### config.mk
export PLATFORM = sky130hd
export DESIGN_NAME = mac_dot_ctrl
export DESIGN_NICKNAME = d
export VERILOG_FILES = /design/src/rtl/mac_dot_ctrl.sv
export SDC_FILE = /design/constraint.sdc
export NUM_CORES = 1
export LEC_CHECK = 0
export BUFFER_PORTS_ARGS = -buffer_cell sky130_fd_sc_hd__buf_2
export CORE_ASPECT_RATIO = 1.4
export CORE_MARGIN = 2
export CORE_UTILIZATION = 63
export CTS_CLUSTER_SIZE = 25
export DETAILED_ROUTE_END_ITERATION = 12
export MAX_ROUTING_LAYER = met4
export PLACE_DENSITY = 0.85
export RECOVER_POWER = 100
export SLEW_MARGIN = 20
export SYNTH_ARGS = -nofsm -noshare
export SYNTH_HDL_FRONTEND = slang
export SYNTH_SLANG_ARGS = --single-unit
### constraint.sdc
create_clock -name clk -period 24.5 [get_ports clk]
set_clock_uncertainty 0.1 [all_clocks]
set_input_delay 4.9 -clock clk [delete_from_list [all_inputs] [get_ports clk]]
set_output_delay 4.9 -clock clk [all_outputs]
set_load 0.03 [all_outputs]
### src/rtl/mac_dot_ctrl.sv
`default_nettype none
// +--------------------------------------------------------------------------+
// | Module      : mac_dot_ctrl                                               |
// | Description : Signed 8x8 multiply-accumulate dot-product controller.     |
// |               Captures an initial partial sum and a length, accumulates  |
// |               that many (ifmap, filter) products into a 24-bit wrapping  |
// |               accumulator, then holds the result until it is consumed.   |
// | Revision    : 1.0 - initial release                                      |
// +--------------------------------------------------------------------------+
module mac_dot_ctrl #(
    parameter int LEN_W = 8
) (
    input  logic             clk,
    input  logic             rst_n,
    input  logic             start,
    input  logic [LEN_W-1:0] len,
    input  logic [23:0]      psum_init,
    input  logic             abort,
    input  logic             in_valid,
    output logic             in_ready,
    input  logic [7:0]       ifmap,
    input  logic [7:0]       filter,
    output logic             out_valid,
    input  logic             out_ready,
    output logic [23:0]      result,
    output logic             busy
);

    // State encoding
    localparam logic [1:0] c_st_idle = 2'd0;
    localparam logic [1:0] c_st_run  = 2'd1;
    localparam logic [1:0] c_st_done = 2'd2;

    localparam logic [LEN_W-1:0] c_len_one  = LEN_W'(1);
    localparam logic [LEN_W-1:0] c_len_zero = '0;

    logic [1:0]        r_state;
    logic [23:0]       r_acc;
    logic [LEN_W-1:0]  r_cnt;
    logic [LEN_W-1:0]  r_len;
    logic [23:0]       r_result;
    logic              r_out_valid;
    logic              r_in_ready;
    logic              r_busy;

    logic signed [15:0] w_prod;
    logic [23:0]        w_prod_ext;
    logic [23:0]        w_sum;
    logic               w_beat;
    logic               w_last;

    // Full-precision signed product, sign-extended and added modulo 2^24
    assign w_prod     = $signed(ifmap) * $signed(filter);
    assign w_prod_ext = {{8{w_prod[15]}}, w_prod};
    assign w_sum      = r_acc + w_prod_ext;

    // in_ready is only ever high in RUN, so it qualifies the handshake alone
    assign w_beat = in_valid && r_in_ready;
    assign w_last = (r_cnt == (r_len - c_len_one));

    // Control FSM with all outputs registered alongside the state
    always_ff @(posedge clk) begin
        if (!rst_n) begin
            r_state     <= c_st_idle;
            r_acc       <= '0;
            r_cnt       <= c_len_zero;
            r_len       <= c_len_zero;
            r_result    <= '0;
            r_out_valid <= 1'b0;
            r_in_ready  <= 1'b0;
            r_busy      <= 1'b0;
        end else if (abort) begin
            // Abort beats any in-flight beat: acc and result are left as-is
            r_state     <= c_st_idle;
            r_cnt       <= c_len_zero;
            r_out_valid <= 1'b0;
            r_in_ready  <= 1'b0;
            r_busy      <= 1'b0;
        end else begin
            case (r_state)
                c_st_idle: begin
                    if (start) begin
                        r_acc  <= psum_init;
                        r_cnt  <= c_len_zero;
                        r_len  <= len;
                        r_busy <= 1'b1;
                        if (len != c_len_zero) begin
                            r_state    <= c_st_run;
                            r_in_ready <= 1'b1;
                        end else begin
                            // Empty vector: the initial sum is the answer
                            r_state     <= c_st_done;
                            r_result    <= psum_init;
                            r_out_valid <= 1'b1;
                        end
                    end
                end

                c_st_run: begin
                    if (w_beat) begin
                        r_acc <= w_sum;
                        r_cnt <= r_cnt + c_len_one;
                        if (w_last) begin
                            r_state     <= c_st_done;
                            r_in_ready  <= 1'b0;
                            r_result    <= w_sum;
                            r_out_valid <= 1'b1;
                        end
                    end
                end

                c_st_done: begin
                    if (out_ready) begin
                        r_state     <= c_st_idle;
                        r_out_valid <= 1'b0;
                        r_busy      <= 1'b0;
                    end
                end

                default: begin
                    r_state     <= c_st_idle;
                    r_cnt       <= c_len_zero;
                    r_out_valid <= 1'b0;
                    r_in_ready  <= 1'b0;
                    r_busy      <= 1'b0;
                end
            endcase
        end
    end

    assign in_ready  = r_in_ready;
    assign out_valid = r_out_valid;
    assign result    = r_result;
    assign busy      = r_busy;

endmodule
`default_nettype wire

==> flow_summary.ini, run 1 <==
[layout]
fin_nets = 1044
drive_gt1_share_pct = 10.18
area_delta_synth_final_pct = 10.72
n_antenna_cell = 0
final_cell_mix = inv_1, nor2_1, dfxtp_1, nand2_1, a21oi_1
utilization_pct = 72.16
finalNonFillerCells = 1022
layout_commonest_cell = inv_1
n_fill_cell = 815
stdcell_area_um2 = 7508

[drt]
drt-wirelength-per-cell_um = 15.66
drc_errors = 0
routed_wl_um = 16010
viasPerCell = 5.932
drt-initial-drc-count = 415
first_pass_iters = 8
num_vias = 6062
antenna_left = 0

[worst_setup_path]
slowest_stage = xnor2_1
crit_arrival_ns = 12.39
worstPathMaxFanout = 10
cp-end-kind = register
criticalPathCategory = in2reg
critPathBufInv = 3
cp_data_required_time_ns = 24.63
crit_family = adder cells
slowest_delay_ns = 0.78
critical-path-top-cell-by-count = fa_1
crit_chain = clkbuf_1, and2_1, fa_1, fa_1, fa_1, inv_1, fa_1, inv_1, ha_1, o21a_1, nor2_1, a211oi_1, a2111oi_0, a21oi_1, xnor2_1, ha_1, o21ai_0, o21bai_1, o31a_1, a221o_1, or4_2, o211ai_1, xnor2_1, o41ai_1
crit_path_start_kind = primary input

[sta]
finalSetupViolCount = 0
hold_viol = 0
tightest_slew_ns = 1.769
final_max_slew_viol_count = 40
layout_setup_ws_ns = 12.24
slew_headroom_pct = -17.94
max_freq_mhz = 81.58
whs_ns = 0.3687
finalCriticalPeriod_ns = 12.26
fin_tns_setup_ns = 0
period_share_pct = 50.03
rsz0062_at_grt = false

[place]
gp_congestion = 0.9416
postPlaceCellArea_um2 = 7254
dp.cells = 1006
preCtsSetupSlack_ns = 12.67
portBuffers = 80
dp_hpwl_um = 12690

[yosys]
seq_area_frac_synth_pct = 20.37
syn_avg_cell_area_um2 = 8.424
ys.flop_type = dfxtp_1
yosys_register_bits = 69
ys_warn_count = 0
synth_edf_count = 0
synth_area_um2 = 6782
synth_nets = 970
ys_types = 69
async_flop_share_pct = 0
synth_cells = 805

[grt]
grt_max_degree = 43
grt_pass1_vias = 6149
grt_first_pass_wirelength_um = 27610
gr-usage-all-layers_pct = 29.76
antenna_found_initial = 0
gr-total-overflow = 0

[floorplanning]
initial_core_util_pct = 65.18
dieArea_um2 = 11620
fp.dieW_um = 91.69
die_h_um = 126.8
coreArea_um2 = 10410
rows = 44
num_io_pins = 81

[clocking]
clockRootBuffer = clkbuf_16
clk_latency_ns = 0.34
cts_setup_buffers = 0
cts_buffer_depth = 2
ctsHoldBuffers = 0
cts_inserted_buffers = 9
cts_sinks = 69
h-tree-depth = 3
cts_tree = built
clkSlewWorstSetupHoldPaths_ns = 0.06
cts_resized = 0

[min_path]
hold_class = reg2reg

[outcome]
violations = capacitance limit, slew limit
status = complete, but fails checks

[run]
max_cap_viol_count = 1

[power_and_ir_drop]
vdd_drop_max_mv = 0.09165
powerDensity_nw_per_um2 = 136.2
total_power_mw = 1.023
power.leakage_nw = 3.354
synth_stat cells, types with 2 or more instances:
master     number  area share [%]
o311a_1         2            0.30
and3_1          3            0.28
a2111oi_0       2            0.26
nor3_1         10            0.74
nand3b_1        5            0.55
clkbuf_8        4            0.81
nor2b_1         9            0.83
nand2_1        65             3.6
nor2_1         70             3.9
a31oi_1        12             1.1
nand2b_1        6            0.55
fa_1           56              17
o21ba_2         2            0.30
or3_1           3            0.28
o21ai_1        11            0.81
o211ai_1        9             1.0
clkbuf_1       16            0.89
mux2_2          2            0.33
o21bai_1        6            0.66
o221ai_1        2            0.26
o21ai_0        23             1.7
mux2i_1        11             1.6
dfxtp_1        69              20
inv_1         101             5.6
a21o_2          2            0.26
a211oi_1       25             2.8
a211o_1         2            0.26
a21oi_1        61             4.5
o21a_1          2            0.22
a221o_1         3            0.44
and3_2          3            0.33
ha_1           55              10
nor4_1          5            0.46
o41ai_1         2            0.26
and2_1         45             4.2
nor4b_1         2            0.26
nand3_1        10            0.74
and2_2          2            0.22
a21o_1          6            0.66
o21ba_1         2            0.30
nand4_1         2            0.18
xor2_1         19             2.5
xnor2_1        32             4.1
cell families (layout without fill, tap and decap cells):
family,Yosys count,in the layout,share of synthesized area [%]
and+or+nand+nor,247,247,17.93
AOI/OAI and AO/OA,188,188,18.21
buffers and inverters,125,204,7.860
adders and majority gates,111,111,26.68
DFF,69,69,20.37
xor gates and xnor gates,52,52,6.993
muxes,13,13,1.956
worst reg2reg max path, stage by stage (launching register included):
cell,delay (ns)
dfxtp_1,0.32
ha_1,0.24
fa_1,0.42
a21oi_1,0.22
o21ai_1,0.15
a31oi_1,0.54
o21ai_0,0.30
a21oi_1,0.21
nand2_1,0.07
a221oi_1,0.38
a211oi_1,0.13
area by class of cell:
class / count / area [um2] / share of cell area [%]
inverters: 102 / 382.9 / 5.099
clock buffers: 10 / 239.0 / 3.183
repair buffers: 86 / 401.6 / 5.349
flip-flops and latches: 69 / 1381 / 18.40
clock inverters: 6 / 86.33 / 1.150
multi-input cells: 611 / 4845 / 64.52
well taps: 138 / 172.7 / 2.300
flip-flops by register name (all words and copies together) (netlist names):
register   count
busy           1
in_ready       1
out_valid      1
r_acc         24
r_cnt          8
r_len          8
r_state        2
result        24
where the power goes:
part           switching, mW  internal (mW)
sequential           0.00438          0.118
combinational          0.441          0.318
clock                 0.0507         0.0916
path summary, 6_finish.rpt:
check / start / to / slack, ns / cells after the start
max: ifmap[2] / r_acc[23] / 12.24 / 24
min: busy / busy / 0.37 / 2
max reg2reg: r_acc[0] / result[20] / 21.22 / 10
min reg2reg: busy / busy / 0.37 / 2
per-layer routing:
layer | share of wire (%) | global-route usage (%) | vias up
met1 | 38 | 33.26 | 2880
met2 | 53 | 53.59 | 260
met4 | 3.1 | 11.59 | 0
met5 | 0 | - | -
met3 | 5.5 | 3.741 | 48
li1 | - | - | 2874
(Power assumes the default switching activity.)
==> run 2: changes to the inputs <==
--- a/config.mk
+++ b/config.mk
@@ -8,11 +8,11 @@
 export BUFFER_PORTS_ARGS = -buffer_cell sky130_fd_sc_hd__buf_2
 export CORE_ASPECT_RATIO = 1.4
 export CORE_MARGIN = 2
-export CORE_UTILIZATION = 63
+export CORE_UTILIZATION = 54
 export CTS_CLUSTER_SIZE = 25
 export DETAILED_ROUTE_END_ITERATION = 12
 export MAX_ROUTING_LAYER = met4
-export PLACE_DENSITY = 0.85
+export PLACE_DENSITY = 0.78
 export RECOVER_POWER = 100
 export SLEW_MARGIN = 20
 export SYNTH_ARGS = -nofsm -noshare
==> constraint.sdc (replaced) <==
create_clock -name clk -period 10.6 [get_ports clk]
set_clock_uncertainty 0.1 [all_clocks]
set_input_delay 2.12 -clock clk [delete_from_list [all_inputs] [get_ports clk]]
set_output_delay 2.12 -clock clk [all_outputs]
set_load 0.03 [all_outputs]
==> run 2 against run 1 <==
The flow still finishes with violations (capacitance limit, slew limit). Sequential share of layout area barely moved. Register-to-register slack got worse by 16 ns. Worst hold slack got worse by 0.0080 ns. Global-route usage fell by 6.2 points. Final cell count rose by 1.2%. Via count fell by 5.7%. Clock-buffer cell count fell by 1. Non-clock buffer count did not move. Cell area fell by 0.27%. Sequential power rose by 130%. Routed wire length fell by 6.8%. Critical endpoint unchanged.
==> flow_summary.ini, run 2 (synthesis gave the netlist of run 1 again) <==
[sta]
fin_tns_setup_ns = 0
period_share_pct = 87.56
layout_setup_ws_ns = 1.319
final_max_slew_viol_count = 20
hold_viol = 0
tightest_slew_ns = 2.265
slew_headroom_pct = -51.91
finalSetupViolCount = 0
finalCriticalPeriod_ns = 9.281
max_freq_mhz = 107.7
rsz0062_at_grt = false

[clocking]
clk_latency_ns = 0.34
cts_buffer_depth = 2
clockRootBuffer = clkbuf_16
cts_tree = built
h-tree-depth = 3
cts_resized = 0
ctsHoldBuffers = 0
cts_setup_buffers = 0
cts_inserted_buffers = 9
clkSlewWorstSetupHoldPaths_ns = 0.06
cts_sinks = 69

[worst_setup_path]
regToRegSetupSlack_ns = 5.39
slowest_stage = xnor2_1
reg2reg_from = r_len[0]
cp-end-kind = register
crit_path_start = filter[3]
criticalPathCategory = in2reg
slowest_delay_ns = 0.84
worstPathMaxFanout = 10
cp_data_required_time_ns = 10.73
crit_path_start_kind = primary input
crit_arrival_ns = 9.41

[grt]
grt_max_degree = 41
grt_pass1_vias = 5554
gr-usage-all-layers_pct = 23.57
antenna_found_initial = 0
grt_first_pass_wirelength_um = 25390
gr-total-overflow = 0

[drt]
route.met3.wl_um = 633
first_pass_iters = 4
routed_wl_um = 14910
wirelength_met1_um = 6424
num_vias = 5718
drc_errors = 0
drt-initial-drc-count = 236
wl_met2_um = 7495
drt-wirelength-per-cell_um = 14.42
antenna_left = 0
viasPerCell = 5.530
routed.top_layer = met4

[floorplanning]
initial_core_util_pct = 55.08
die_h_um = 136.6
dieArea_um2 = 13480
fp.dieW_um = 98.71
rows = 48
coreArea_um2 = 12310
num_io_pins = 81

[layout]
final_cell_mix = inv_1, nor2_1, dfxtp_1, nand2_1, a21oi_1
finalNonFillerCells = 1034
fin_nets = 1044
area_delta_synth_final_pct = 10.42
n_fill_cell = 1126
layout_commonest_cell = inv_1
n_antenna_cell = 0
drive_gt1_share_pct = 9.955

[run]
max_cap_viol_count = 1

[power_and_ir_drop]
vdd_drop_max_mv = 0.1839
total_power_mw = 2.307
powerDensity_nw_per_um2 = 308.1
power.leakage_nw = 3.347

[min_path]
hold_class = reg2reg
holdCritStartpoint = busy

[outcome]
violations = capacitance limit, slew limit
status = complete, but fails checks

[place]
dp.cells = 1018
dp_hpwl_um = 11900
portBuffers = 80
preCtsSetupSlack_ns = 1.559
gp_congestion = 0.9198
==> run 2: cell count changes in the layout (fill, tap and decap cells not counted), sizes merged <==
cell	before	now
bufinv	2	1
clkbuf	43	42
clkinv	3	4
clkinvlp	1	2
==> run 2: per-stage QoR <==
stage	hold WS [ns]	area [um2]	util (%)
after floorplan	0.3406	6782	-
after global placement	0.3449	7269	59.04
after detailed placement	0.3515	7269	59.04
after CTS	0.3596	7571	61.49
after global routing	0.3947	7488	60.82
final	0.3607	7488	60.82
==> run 2: where the power goes <==
group	leakage (nW)	internal, mW	switching [mW]	total, mW
clock network	0.142	0.183	0.117	0.300
registers	0.562	0.273	0.00969	0.282
logic	2.64	0.734	0.991	1.73
==> run 2: worst max-delay path, delay by kind of cell <==
family | cells | cell delay [ns]
fa+ha+maj | 6 | 2.99
compound gates | 9 | 2.06
simple gates | 3 | 0.83
buf+inv | 5 | 0.43
xor+xnor | 2 | 0.94
==> run 2: worst paths after layout <==
kind | endpoint | cells past startpoint
hold reg to reg | busy | 2
setup reg to reg | result[2] | 10
hold / removal | busy | 2
setup / recovery | r_acc[23] | 25
==> run 2: per-layer routing <==
metal | vias to the layer above | track usage [%]
met5 | - | -
met4 | 0 | 8.295
met3 | 30 | 3.166
met2 | 146 | 39.98
met1 | 2680 | 28.94
li1 | 2862 | -
==> run 2: cell type report <==
| type | instances | area, um2 | share of cell area, % |
|---|---|---|---|
| well taps | 150 | 187.7 | 2.506 |
| clock buffers | 9 | 225.2 | 3.008 |
| repair buffers | 86 | 399.1 | 5.330 |
| inverters | 102 | 382.9 | 5.113 |
| clock inverters | 7 | 76.32 | 1.019 |
| flip-flops and latches | 69 | 1381 | 18.45 |
| multi-input cells | 611 | 4836 | 64.58 |
==> run 3: changes to the inputs <==
--- a/config.mk
+++ b/config.mk
@@ -14,6 +14,7 @@
 export MAX_ROUTING_LAYER = met4
 export PLACE_DENSITY = 0.78
 export RECOVER_POWER = 100
+export REMOVE_ABC_BUFFERS = 1
 export SLEW_MARGIN = 20
 export SYNTH_ARGS = -nofsm -noshare
 export SYNTH_HDL_FRONTEND = slang
==> run 3 against run 2 <==
The flow still finishes with violations (capacitance limit, slew limit). Cell area increased by 0.35%. Non-clock buffer count unchanged. Worst hold slack got worse by 0.00077 ns. Die area unchanged. Via count decreased by 1.2%. Global-route usage decreased by 0.80 points. Utilization increased by 0.21 points. Register-to-register slack got worse by 0.06 ns. Clock power increased by 8.7%. Total power increased by 0.96%. Final cell count about the same. Fmax increased by 0.14%. Critical endpoint unchanged. Largest power group unchanged.
==> flow_summary.ini, run 3 (synthesis gave the netlist of run 1 again) <==
[drt]
drc_errors = 0
routed_wl_um = 14710
first_pass_iters = 5
num_vias = 5649
antenna_left = 0
drt-initial-drc-count = 252
viasPerCell = 5.458
drt-wirelength-per-cell_um = 14.21

[grt]
grt_pass1_vias = 5406
antenna_found_initial = 0
grt_max_degree = 41
gr-usage-all-layers_pct = 22.76
gr-total-overflow = 0
grt_first_pass_wirelength_um = 24460

[worst_setup_path]
crit_path_start_kind = primary input
slowest_stage = xnor2_1
critical-path-top-cell-by-count = inv_1
worstPathMaxFanout = 10
crit_arrival_ns = 9.40
crit_family = adder cells
cp_data_required_time_ns = 10.73
criticalPathCategory = in2reg
cp-end-kind = register
slowest_delay_ns = 0.81
critPathBufInv = 6

[clocking]
clkSlewWorstSetupHoldPaths_ns = 0.05
h-tree-depth = 3
cts_inserted_buffers = 9
cts_buffer_depth = 2
clk_latency_ns = 0.34
clockRootBuffer = clkbuf_16
ctsHoldBuffers = 0
cts_sinks = 69
cts_setup_buffers = 0
cts_resized = 0
cts_tree = built

[floorplanning]
dieArea_um2 = 13480
initial_core_util_pct = 55.08
fp.dieW_um = 98.71
coreArea_um2 = 12310
num_io_pins = 81
rows = 48
die_h_um = 136.6

[sta]
tightest_slew_ns = 2.687
hold_viol = 0
finalSetupViolCount = 0
max_freq_mhz = 107.9
fin_tns_setup_ns = 0
period_share_pct = 87.43
finalCriticalPeriod_ns = 9.268
rsz0062_at_grt = false
slew_headroom_pct = -80.22
final_max_slew_viol_count = 22

[place]
portBuffers = 80
dp_hpwl_um = 11700
gp_congestion = 0.8786

[outcome]
status = complete, but fails checks
violations = capacitance limit, slew limit

[layout]
drive_gt1_share_pct = 10.07
fin_nets = 1044
n_fill_cell = 1138
area_delta_synth_final_pct = 10.81
final_cell_mix = inv_1, nor2_1, dfxtp_1, nand2_1, a21oi_1
layout_commonest_cell = inv_1
utilization_pct = 61.04

[power_and_ir_drop]
powerDensity_nw_per_um2 = 310.0
vdd_drop_max_mv = 0.2254
power.leakage_nw = 3.357

[min_path]
hold_class = reg2reg

[run]
max_cap_viol_count = 1
## run 3: routing by layer
layer | part of all wire [%] | GRT usage, % | wire length (um)
met1 | 43 | 27.25 | 6336
met4 | 2.1 | 7.839 | 314
met2 | 51 | 39.76 | 7468
met5 | 0 | - | 0
met3 | 4.0 | 2.758 | 592
## run 3: final timing paths
kind         startpoint         to  slack [ns]  cells after the start
max           filter[2]  r_acc[23]        1.33                     26
min reg2reg        busy       busy        0.36                      2
min                busy       busy        0.36                      2
max reg2reg    r_len[0]  result[2]        5.33                     10
## run 3: layout make-up
cell class / count / area (um2) / area share [%]
clock buffers: 10 / 239.0 / 3.180
clock inverters: 6 / 86.33 / 1.149
multi-input cells: 611 / 4836 / 64.35
repair buffers: 86 / 399.1 / 5.311
diodes: 1 / 2.502 / 0.03330
flip-flops and latches: 69 / 1381 / 18.38
well taps: 150 / 187.7 / 2.498
inverters: 102 / 382.9 / 5.095
## run 3: where the power goes
part,internal (mW),total [mW],switching [mW]
logic,0.734,1.72,0.987
registers,0.273,0.282,0.00929
clock network,0.212,0.326,0.114
total,1.22,2.33,1.11
## run 3: per-stage QoR
stage	setup slack [ns]	power, mW	hold slack (ns)	instances	instance area, um2
floorplan	2.194	1.727	0.3406	782	6631
global placement	1.746	2.021	0.3459	1018	7269
detailed placement	1.556	2.041	0.3506	1018	7269
CTS	1.914	2.372	0.3578	1034	7595
global route	0.8081	2.566	0.3943	1034	7512
finish	1.332	2.330	0.3600	1035	7515
## run 3: worst min-delay path, delay by kind of cell (launching register included)
family          cells  cell delay [ns]
flops               1             0.31
simple gates        1             0.05
compound gates      1             0.05
